[config.mk]
export PLATFORM = sky130hd
export DESIGN_NAME = uart_prog_loader
export DESIGN_NICKNAME = d
export VERILOG_FILES = /design/src/rtl/uart_prog_loader.sv
export SDC_FILE = /design/constraint.sdc
export NUM_CORES = 1
export LEC_CHECK = 0
export CORE_MARGIN = 1
export CORE_UTILIZATION = 59
export CTS_CLUSTER_DIAMETER = 60
export DETAILED_ROUTE_END_ITERATION = 8
export PLACE_DENSITY = 0.88
export SLEW_MARGIN = 10
export SYNTH_ARGS = -nofsm -noshare
export SYNTH_HDL_FRONTEND = slang
export SYNTH_SLANG_ARGS = --single-unit
[constraint.sdc]
create_clock -name clk -period 3.57 [get_ports clk]
set_clock_uncertainty 0.15 [all_clocks]
set_input_delay 0.714 -clock clk [delete_from_list [all_inputs] [get_ports clk]]
set_output_delay 0.714 -clock clk [all_outputs]
set_load 0.03 [all_outputs]
[src/rtl/uart_prog_loader.sv]
// uart_prog_loader
//   Boot-time program loader. Receives a framed binary image over a UART RX
//   pin (8N1, LSB first, idle high) and writes it byte-by-byte into program
//   memory. The CPU stays held in reset until a checksum-verified image has
//   been written.
//
//   Frame: 0xA5, LEN_H, LEN_L, N data bytes (N = {LEN_H,LEN_L}), CHK
//          CHK = 8-bit sum of the data bytes (mod 256)
//
// Ports
//   clk         system clock
//   rst_n       asynchronous active-low reset
//   rx          UART serial input
//   mem_addr    memory write address (BASE_ADDR at frame start, wraps)
//   mem_wdata   memory write data
//   mem_we      single-cycle memory write strobe, one per data byte
//   cpu_hold    1 = keep pc/control unit in reset
//   load_done   1 after a successful load, until the next frame start
//   load_err    sticky error flag, cleared at the next frame start
//   byte_count  data bytes written in the current/last frame
//
// Internal handshake: rx_valid/rx_byte is a one-cycle valid pulse with no
// ready; the frame FSM accepts every byte on the cycle it is presented, and
// rx_byte is held stable until the next pulse. rx_ferr is a one-cycle pulse
// for a byte whose stop bit sampled low; such a byte is never presented.

module uart_prog_loader #(
  parameter int          CLKS_PER_BIT = 234,
  parameter logic [15:0] BASE_ADDR    = 16'h0000,
  parameter int          TIMEOUT_CLKS = 2700000
) (
  input  logic        clk,
  input  logic        rst_n,
  input  logic        rx,
  output logic [15:0] mem_addr,
  output logic [7:0]  mem_wdata,
  output logic        mem_we,
  output logic        cpu_hold,
  output logic        load_done,
  output logic        load_err,
  output logic [15:0] byte_count
);

  localparam int CNT_W = $clog2(CLKS_PER_BIT);
  localparam int TMO_W = $clog2(TIMEOUT_CLKS + 1);
  localparam logic [CNT_W-1:0] BIT_LAST  = CNT_W'(CLKS_PER_BIT - 1);
  localparam logic [CNT_W-1:0] HALF_LAST = CNT_W'(CLKS_PER_BIT / 2 - 1);
  localparam logic [TMO_W-1:0] TMO_LAST  = TMO_W'(TIMEOUT_CLKS - 1);
  localparam logic [7:0]       SYNC_BYTE = 8'hA5;

  // ------------------------------------------------------------------
  // RX synchronizer and falling-edge detect
  // ------------------------------------------------------------------
  logic rx_meta, rx_sync, rx_sync_d;

  always_ff @(posedge clk or negedge rst_n) begin
    if (!rst_n) begin
      rx_meta   <= 1'b1;
      rx_sync   <= 1'b1;
      rx_sync_d <= 1'b1;
    end else begin
      rx_meta   <= rx;
      rx_sync   <= rx_meta;
      rx_sync_d <= rx_sync;
    end
  end

  // Edge (not level) detect so a low stop bit cannot look like a new start.
  logic rx_fall;
  assign rx_fall = rx_sync_d & ~rx_sync;

  // ------------------------------------------------------------------
  // RX engine
  // ------------------------------------------------------------------
  typedef enum logic [1:0] {RX_IDLE, RX_START, RX_DATA, RX_STOP} rx_state_t;

  rx_state_t        rx_state, rx_state_nxt;
  logic [CNT_W-1:0] bit_cnt;
  logic [2:0]       bit_idx;
  logic [7:0]       shift_reg;
  logic [7:0]       rx_byte;
  logic             rx_valid;
  logic             rx_ferr;
  logic             bit_tick;

  // The start bit is checked half a bit in; every later sample is one full
  // bit period after the previous, so all samples land mid-bit.
  always_comb begin
    bit_tick     = (rx_state == RX_START) ? (bit_cnt == HALF_LAST)
                                          : (bit_cnt == BIT_LAST);
    rx_state_nxt = rx_state;
    case (rx_state)
      RX_IDLE:  if (rx_fall) rx_state_nxt = RX_START;
      RX_START: if (bit_tick) rx_state_nxt = rx_sync ? RX_IDLE : RX_DATA;
      RX_DATA:  if (bit_tick && bit_idx == 3'd7) rx_state_nxt = RX_STOP;
      RX_STOP:  if (bit_tick) rx_state_nxt = RX_IDLE;
      default:  rx_state_nxt = RX_IDLE;
    endcase
  end

  always_ff @(posedge clk or negedge rst_n) begin
    if (!rst_n) begin
      rx_state  <= RX_IDLE;
      bit_cnt   <= '0;
      bit_idx   <= 3'd0;
      shift_reg <= 8'h00;
      rx_byte   <= 8'h00;
      rx_valid  <= 1'b0;
      rx_ferr   <= 1'b0;
    end else begin
      rx_state <= rx_state_nxt;
      rx_valid <= 1'b0;
      rx_ferr  <= 1'b0;
      if (rx_state == RX_IDLE || bit_tick) bit_cnt <= '0;
      else                                 bit_cnt <= bit_cnt + 1'b1;
      if (rx_state == RX_START && bit_tick) bit_idx <= 3'd0;
      if (rx_state == RX_DATA && bit_tick) begin
        shift_reg <= {rx_sync, shift_reg[7:1]};
        bit_idx   <= bit_idx + 3'd1;
      end
      if (rx_state == RX_STOP && bit_tick) begin
        if (rx_sync) begin
          rx_valid <= 1'b1;
          rx_byte  <= shift_reg;
        end else begin
          rx_ferr  <= 1'b1;
        end
      end
    end
  end

  // ------------------------------------------------------------------
  // Frame FSM
  // ------------------------------------------------------------------
  typedef enum logic [2:0] {
    F_IDLE, F_LEN_H, F_LEN_L, F_DATA, F_CHK, F_DONE
  } frame_state_t;

  frame_state_t     frame_state, frame_state_nxt;
  logic [15:0]      len;
  logic [7:0]       sum;
  logic [TMO_W-1:0] tmo_cnt;
  logic             in_frame;
  logic             start_frame;
  logic             tmo_hit;
  logic             abort;
  logic             wr_last;

  always_comb begin
    in_frame    = (frame_state == F_LEN_H) || (frame_state == F_LEN_L) ||
                  (frame_state == F_DATA)  || (frame_state == F_CHK);
    start_frame = ((frame_state == F_IDLE) || (frame_state == F_DONE)) &&
                  rx_valid && (rx_byte == SYNC_BYTE);
    // A byte arriving on the same cycle as the limit keeps the frame alive.
    tmo_hit     = in_frame && !rx_valid && (tmo_cnt == TMO_LAST);
    abort       = in_frame && (rx_ferr || tmo_hit);
    // The move to CHK waits for the last write strobe so mem_we is only
    // ever high while the FSM sits in DATA.
    wr_last     = mem_we && ((byte_count + 16'd1) == len);

    frame_state_nxt = frame_state;
    case (frame_state)
      F_IDLE, F_DONE: if (start_frame) frame_state_nxt = F_LEN_H;
      F_LEN_H: if (rx_valid) frame_state_nxt = F_LEN_L;
      F_LEN_L: if (rx_valid)
                 frame_state_nxt = ({len[15:8], rx_byte} == 16'h0000) ? F_CHK : F_DATA;
      F_DATA:  if (wr_last) frame_state_nxt = F_CHK;
      F_CHK:   if (rx_valid)
                 frame_state_nxt = (rx_byte == sum) ? F_DONE : F_IDLE;
      default: frame_state_nxt = F_IDLE;
    endcase
    if (abort) frame_state_nxt = F_IDLE;
  end

  always_ff @(posedge clk or negedge rst_n) begin
    if (!rst_n) begin
      frame_state <= F_IDLE;
      len         <= 16'h0000;
      sum         <= 8'h00;
      tmo_cnt     <= '0;
      mem_addr    <= BASE_ADDR;
      mem_wdata   <= 8'h00;
      mem_we      <= 1'b0;
      cpu_hold    <= 1'b1;
      load_done   <= 1'b0;
      load_err    <= 1'b0;
      byte_count  <= 16'h0000;
    end else begin
      frame_state <= frame_state_nxt;
      mem_we      <= 1'b0;

      if (!in_frame || rx_valid) tmo_cnt <= '0;
      else if (!tmo_hit)         tmo_cnt <= tmo_cnt + 1'b1;

      if (start_frame) begin
        cpu_hold   <= 1'b1;
        load_done  <= 1'b0;
        load_err   <= 1'b0;
        byte_count <= 16'h0000;
        sum        <= 8'h00;
        mem_addr   <= BASE_ADDR;
      end

      if (frame_state == F_LEN_H && rx_valid) len[15:8] <= rx_byte;
      if (frame_state == F_LEN_L && rx_valid) len[7:0]  <= rx_byte;

      if (frame_state == F_DATA && rx_valid) begin
        mem_wdata <= rx_byte;
        mem_we    <= 1'b1;
        sum       <= sum + rx_byte;
      end

      // Address and count advance on the cycle after the strobe.
      if (frame_state == F_DATA && mem_we) begin
        mem_addr   <= mem_addr + 16'd1;
        byte_count <= byte_count + 16'd1;
      end

      if (frame_state == F_CHK && rx_valid) begin
        if (rx_byte == sum) begin
          load_done <= 1'b1;
          cpu_hold  <= 1'b0;
        end else begin
          load_err  <= 1'b1;
        end
      end

      if (abort) load_err <= 1'b1;
    end
  end

endmodule

* Word-level counts from Yosys, hierarchy flattened
Cells that the tools add are included.
Storage, ports and cells: output and inout port bits 44, word-level logic and storage cells 130, input bits 3, register bits after elaboration 127
Cells by class: mux-type cells 41, reductions and logical operators 34, add/subtract/negate cells 6, equality and inequality tests 25, bitwise operators 2
Operators by type and width (number):
- 16-bit two-way mux | 3
- 22-bit two-way mux | 2
- 16-bit by 1-bit adder with 16-bit output (second input constant) | 2
- 3-bit two-way mux | 10
- 8-bit two-way mux | 3
- 22-bit by 1-bit adder with 22-bit output (second input constant) | 1
- 22-bit equality test (second input constant) | 1
- 16-bit equality test | 1
- 8-bit equality test (second input constant) | 2
- 16-bit logical NOT | 1
- 1-bit two-way mux | 16
- 1-bit logical AND | 15
- 3-bit inequality test (second input constant) | 5
- 3-bit case mux with 5 select lines | 1
- 2-bit two-way mux | 5
- 3-bit equality test (second input constant) | 3
- 8-bit by 1-bit adder with 8-bit output (second input constant) | 1
- 8-bit adder | 1
- 8-bit by 7-bit equality test with 1-bit output (second input constant) | 1
- 8-bit equality test | 1
- 2-bit inequality test (second input constant) | 4
- 2-bit case mux with 4 select lines | 1
- 1-bit logical OR | 7
- 3-bit by 2-bit equality test with 1-bit output (second input constant) | 2
- other kinds (15) | 19

* Depth between registers and ports, before layout
depth in word-level cells 10, depth in mapped cells 9, gate-level depth less buffers 8

* Worst setup path after synthesis
OpenSTA, ideal clock, no wires.
path kind register to register, from register byte_count[0], to register frame_state[1], cell stages (with the launch flop) 10, clock period less this slack 2.731 ns, buffers on the path 1, setup time 0.124 ns, arrival time 2.457 ns, slack 0.839 ns, required time 3.296 ns, cells stage by stage dfrtp_1 > ha_1 > buf_2 > nand4_4 > or4_4 > a22oi_2 > o211ai_1 > a211oi_2 > a41oi_2 > o31a_1
Between the ends: cells in the longest elaborated chain, start to end 5
Ends and longest elaborated chain:
- start, declared | RTL line 41 | output logic [15:0] byte_count
- start signal, assigned | RTL line 216 | byte_count <= byte_count + 16'd1;
- 16-bit by 1-bit adder with 16-bit output | RTL line 159 | wr_last = mem_we && ((byte_count + 16'd1) == len);
- 16-bit equality test | RTL line 159
- 1-bit logical AND | RTL line 159
- 3-bit inequality test (no source line)
- 5-bit AND reduction (no source line)
- end signal, assigned | RTL line 189 | frame_state <= frame_state_nxt;
- end, declared | RTL line 139 | frame_state_t frame_state, frame_state_nxt;
Every way passes these cells. A chain may end at the register's enable or synchronous reset.

* Final worst setup path
from register rx_state[0], to register rx_byte[2]
Between the ends: cells in the longest elaborated chain, start to end 4, elaborated cells on any way between the ends 5, classes of those cells eq/ne (2); mux (1); reduce/logical (2)
Ends and longest elaborated chain:
- start, declared | RTL line 77 | rx_state_t rx_state, rx_state_nxt;
- start signal, assigned | RTL line 111 | rx_state <= rx_state_nxt;
- 2-bit by 1-bit equality test with 1-bit output | RTL line 89 | bit_tick = (rx_state == RX_START) ? (bit_cnt == HALF_LAST)
- 1-bit two-way mux | RTL line 89
- 1-bit logical AND * | RTL line 121 | if (rx_state == RX_STOP && bit_tick) begin
- 2-bit AND reduction (no source line) *
- end signal, assigned | RTL line 124 | rx_byte <= shift_reg;
- end, declared | RTL line 81 | logic [7:0] rx_byte;
Mark *: on every way between the ends. The rest lies on a longest branch, timed or not.

==> flow_summary.toml <==
[status]
outcome = "finished clean"

[detailed_routing]
drt_iter0_markers = 514
vias_per_cell = 6.147
ant_nets = 0
drc_errors = 0
drtPass1Iterations = 5
routedWlPerCell_um = 17.33
drt-total-wl_um = 15160
vias = 5379

[clock_network]
cts_tree = "built"
clockBufferDepth = 2
cts-root-buf = "clkbuf_8"
clkSlewWorstSetupHoldPaths_ns = 0.06
cts_htree_levels = 4
cts_resized = 0
clk_latency_ns = 0.53
post_cts_buffers = 0
numClockSinks = 127
tritoncts.num_buffers = 17

[critical_path]
reg2reg_to = "rx_byte[2]"
cp_max_fo = 12
r2r-start = "rx_state[0]"
crit_type = "reg -> reg"
r2r_slack_ns = 0.68
path_buf_inv = 0
cpPeakStageDelay_ns = 0.54
cp-start-kind = "flop"
cp-end-kind = "flop"
cp_top_family = "simple AND/OR/NAND/NOR gates"
r2r_cells = 7
path_cells = "nor2b_1 > nor3b_2 > nand3_1 > a2111oi_4 > and2_1 > and3_1 > mux2_1"
arrival_ns = 3.15
cp_slowest_cell = "a2111oi_4"
required_ns = 3.83

[cells_and_area]
num_antenna_cells = 0
largest_reg_flops = 22
mostFrequentLayoutCell = "dfrtp_1"
fillers = 754
fin_nets = 739
seq_area_um2 = 3183
syn_to_final_growth_pct = 18.38
layout-drive-gt1-share_pct = 11.43
multi_input_area_um2 = 3258
final_core_util_pct = 71.87
mostFrequentLayoutCells = "dfrtp_1 (123), nand2_1 (87), nor2_1 (71)"
regMostFlops = "tmo_cnt"

[synth]
ys_seq_area_share_pct = 48.15
synthTopCellsByArea = "dfrtp_1 (47%), nand2_1 (4.9%), o21ai_0 (4.4%), mux2_2 (4.3%), nor2_1 (4.0%)"
yosysWarnings = 0
synth_top_family_by_area = "simple AND/OR/NAND/NOR gates"
async_flop_share_pct = 100.0
synth_xor_area_share_pct = 7.023
synth_fp_nets = 696
yosys.area_share.simple_pct = 21.50
ys_seq_elements = 127
synthAdderAreaFrac_pct = 2.764
netlist_instances = 679
synth_top_area_cell = "dfrtp_1"
synth.distinct_cells = 62
netlist_area_um2 = 6610
muxShareOfSynthArea_pct = 6.228
ys.flop_type = "dfrtp_1"
synth_top_area_share_pct = 46.56
synth_compound_area_share_pct = 11.77
avgSynthCellArea_um2 = 9.735
synth-edff-count = 0

[grt]
antenna_found_initial = 0
grt.overflow.total = 0
grt_pass1_wl_um = 26160
grt_max_degree = 92
first_global_vias = 5438
track_usage_pct = 29.32

[power]
swShare_pct = 22.40
comb_power_share_pct = 3.9
leakage_nw = 3.439
p_sw_uw = 776.5
power_per_cell_area_nw_per_um2 = 443.0
power_frac_clock_pct = 51.8
pwr-share-seq_pct = 44.3
p_int_mw = 2.690
ir_drop_v = 0.0004058

[floorplan]
core_area_um2 = 10890
die_area_um2 = 11630
start_util_pct = 60.71
io_pins = 47
fp.dieH_um = 107.8
die_x_um = 107.8
num_rows = 38

[hold_path]
worstHoldStart = "rx_meta"
worstHoldEndpoint = "rx_sync"
min_path_type = "reg -> reg"
whs_path_depth = 0

[placed_design]
port_buffers = 46
place_congestion = 0.9017
hpwlAfterDp_um = 10120

[timing]
rsz0062_at_grt = "false"
finalHoldViolCount = 0
fmax_mhz = 345.6
fin_crit_ns = 2.894
setup-tns-final_ns = 0
drv_slew = 0
tightest_slew_ns = 0.7764
setup_violations = 0
hold_ws_ns = 0.2072
max-slew-margin-rel_pct = 48.24
period_share_pct = 81.05

[flow_run]
drv_cap = 0
==> cell usage after synthesis, drive strengths merged (5+ instances only) <==
master,count
a21oi,20
and2,6
and3,9
and4,5
buf,8
clkbuf,23
dfrtp,123
ha,13
inv,8
mux2,33
nand2,87
nand3,39
nand4,16
nor2,71
nor2b,5
nor3,15
nor4,9
o211ai,5
o21a,5
o21ai,59
o31ai,10
or3,8
xnor2,26
xor2,27
==> cells by family (layout without fill, tap and decap cells) <==
logic type	after synthesis	count (layout)
AO/OA/AOI/OAI	123	123
XOR/XNOR	53	53
adder cells (fa/ha/maj)	14	14
buffers and inverters	39	95
flip-flops	127	127
multiplexers	37	37
AND/OR/NAND/NOR	286	286
==> power groups by stage <==
stage	Clock (mW)	Combinational [mW]	Sequential [mW]
6_report	1.80	0.135	1.53
3_5_place_dp	0	0.134	1.56
4_1_cts	1.81	0.135	1.53
3_3_place_gp	0	0.127	1.56
5_1_grt	1.89	0.156	1.54
2_1_floorplan	0	0.0897	1.55
==> cell type report <==
cell class / count / area share, %
Sequential cell: 127 / 40.68
Tap cell: 140 / 2.239
Inverter: 8 / 0.3838
Timing Repair Buffer: 55 / 7.163
Multi-Input combinational cell: 513 / 41.64
Clock buffer: 18 / 5.468
Clock inverter: 14 / 2.430
==> worst register-to-register path: cells and delay by family (launching register included) <==
family,cells,cell delay [ns]
DFF,1,0.49
muxes,1,0.38
and+or+nand+nor,5,1.23
AOI/OAI and AO/OA,1,0.54
==> through the flow <==
stage	setup slack (ns)	total power [mW]	cells	area, um^2
after floorplan	0.8394	1.635	679	6610
after global placement	0.8945	1.684	841	7169
after detailed placement	0.6923	1.695	841	7169
after CTS	0.6829	3.485	873	7787
after global routing	0.4538	3.583	875	7825
final	0.6764	3.467	875	7825
==> how the worst max path moves through the flow <==
stage                  startpoint        endpoint  slack (ns)  cells after the start
floorplan           byte_count[0]  frame_state[1]        0.84                      9
global placement    byte_count[0]  frame_state[1]        0.89                      8
detailed placement    rx_state[0]      rx_byte[2]        0.69                      7
CTS                   rx_state[0]      rx_byte[2]        0.68                      7
global route                 flop      rx_byte[3]        0.45                      7
finish                rx_state[0]      rx_byte[2]        0.68                      7
==> repair_timing <==
action                                  4_1_cts  5_1_grt
endpoints found under the setup margin        0        0
hold buffers                                  0        1
hold endpoints to repair                      0       26
==> layer usage <==
layer  routed length, um  GRT usage (%)  vias to the layer above
met5                   0              0                        -
met2                7542          47.85                      202
met4                 519          14.19                        0
li1                    -              -                     2497
met1                6360          36.47                     2626
met3                 739          7.143                       54
(Power assumes the default switching activity.)
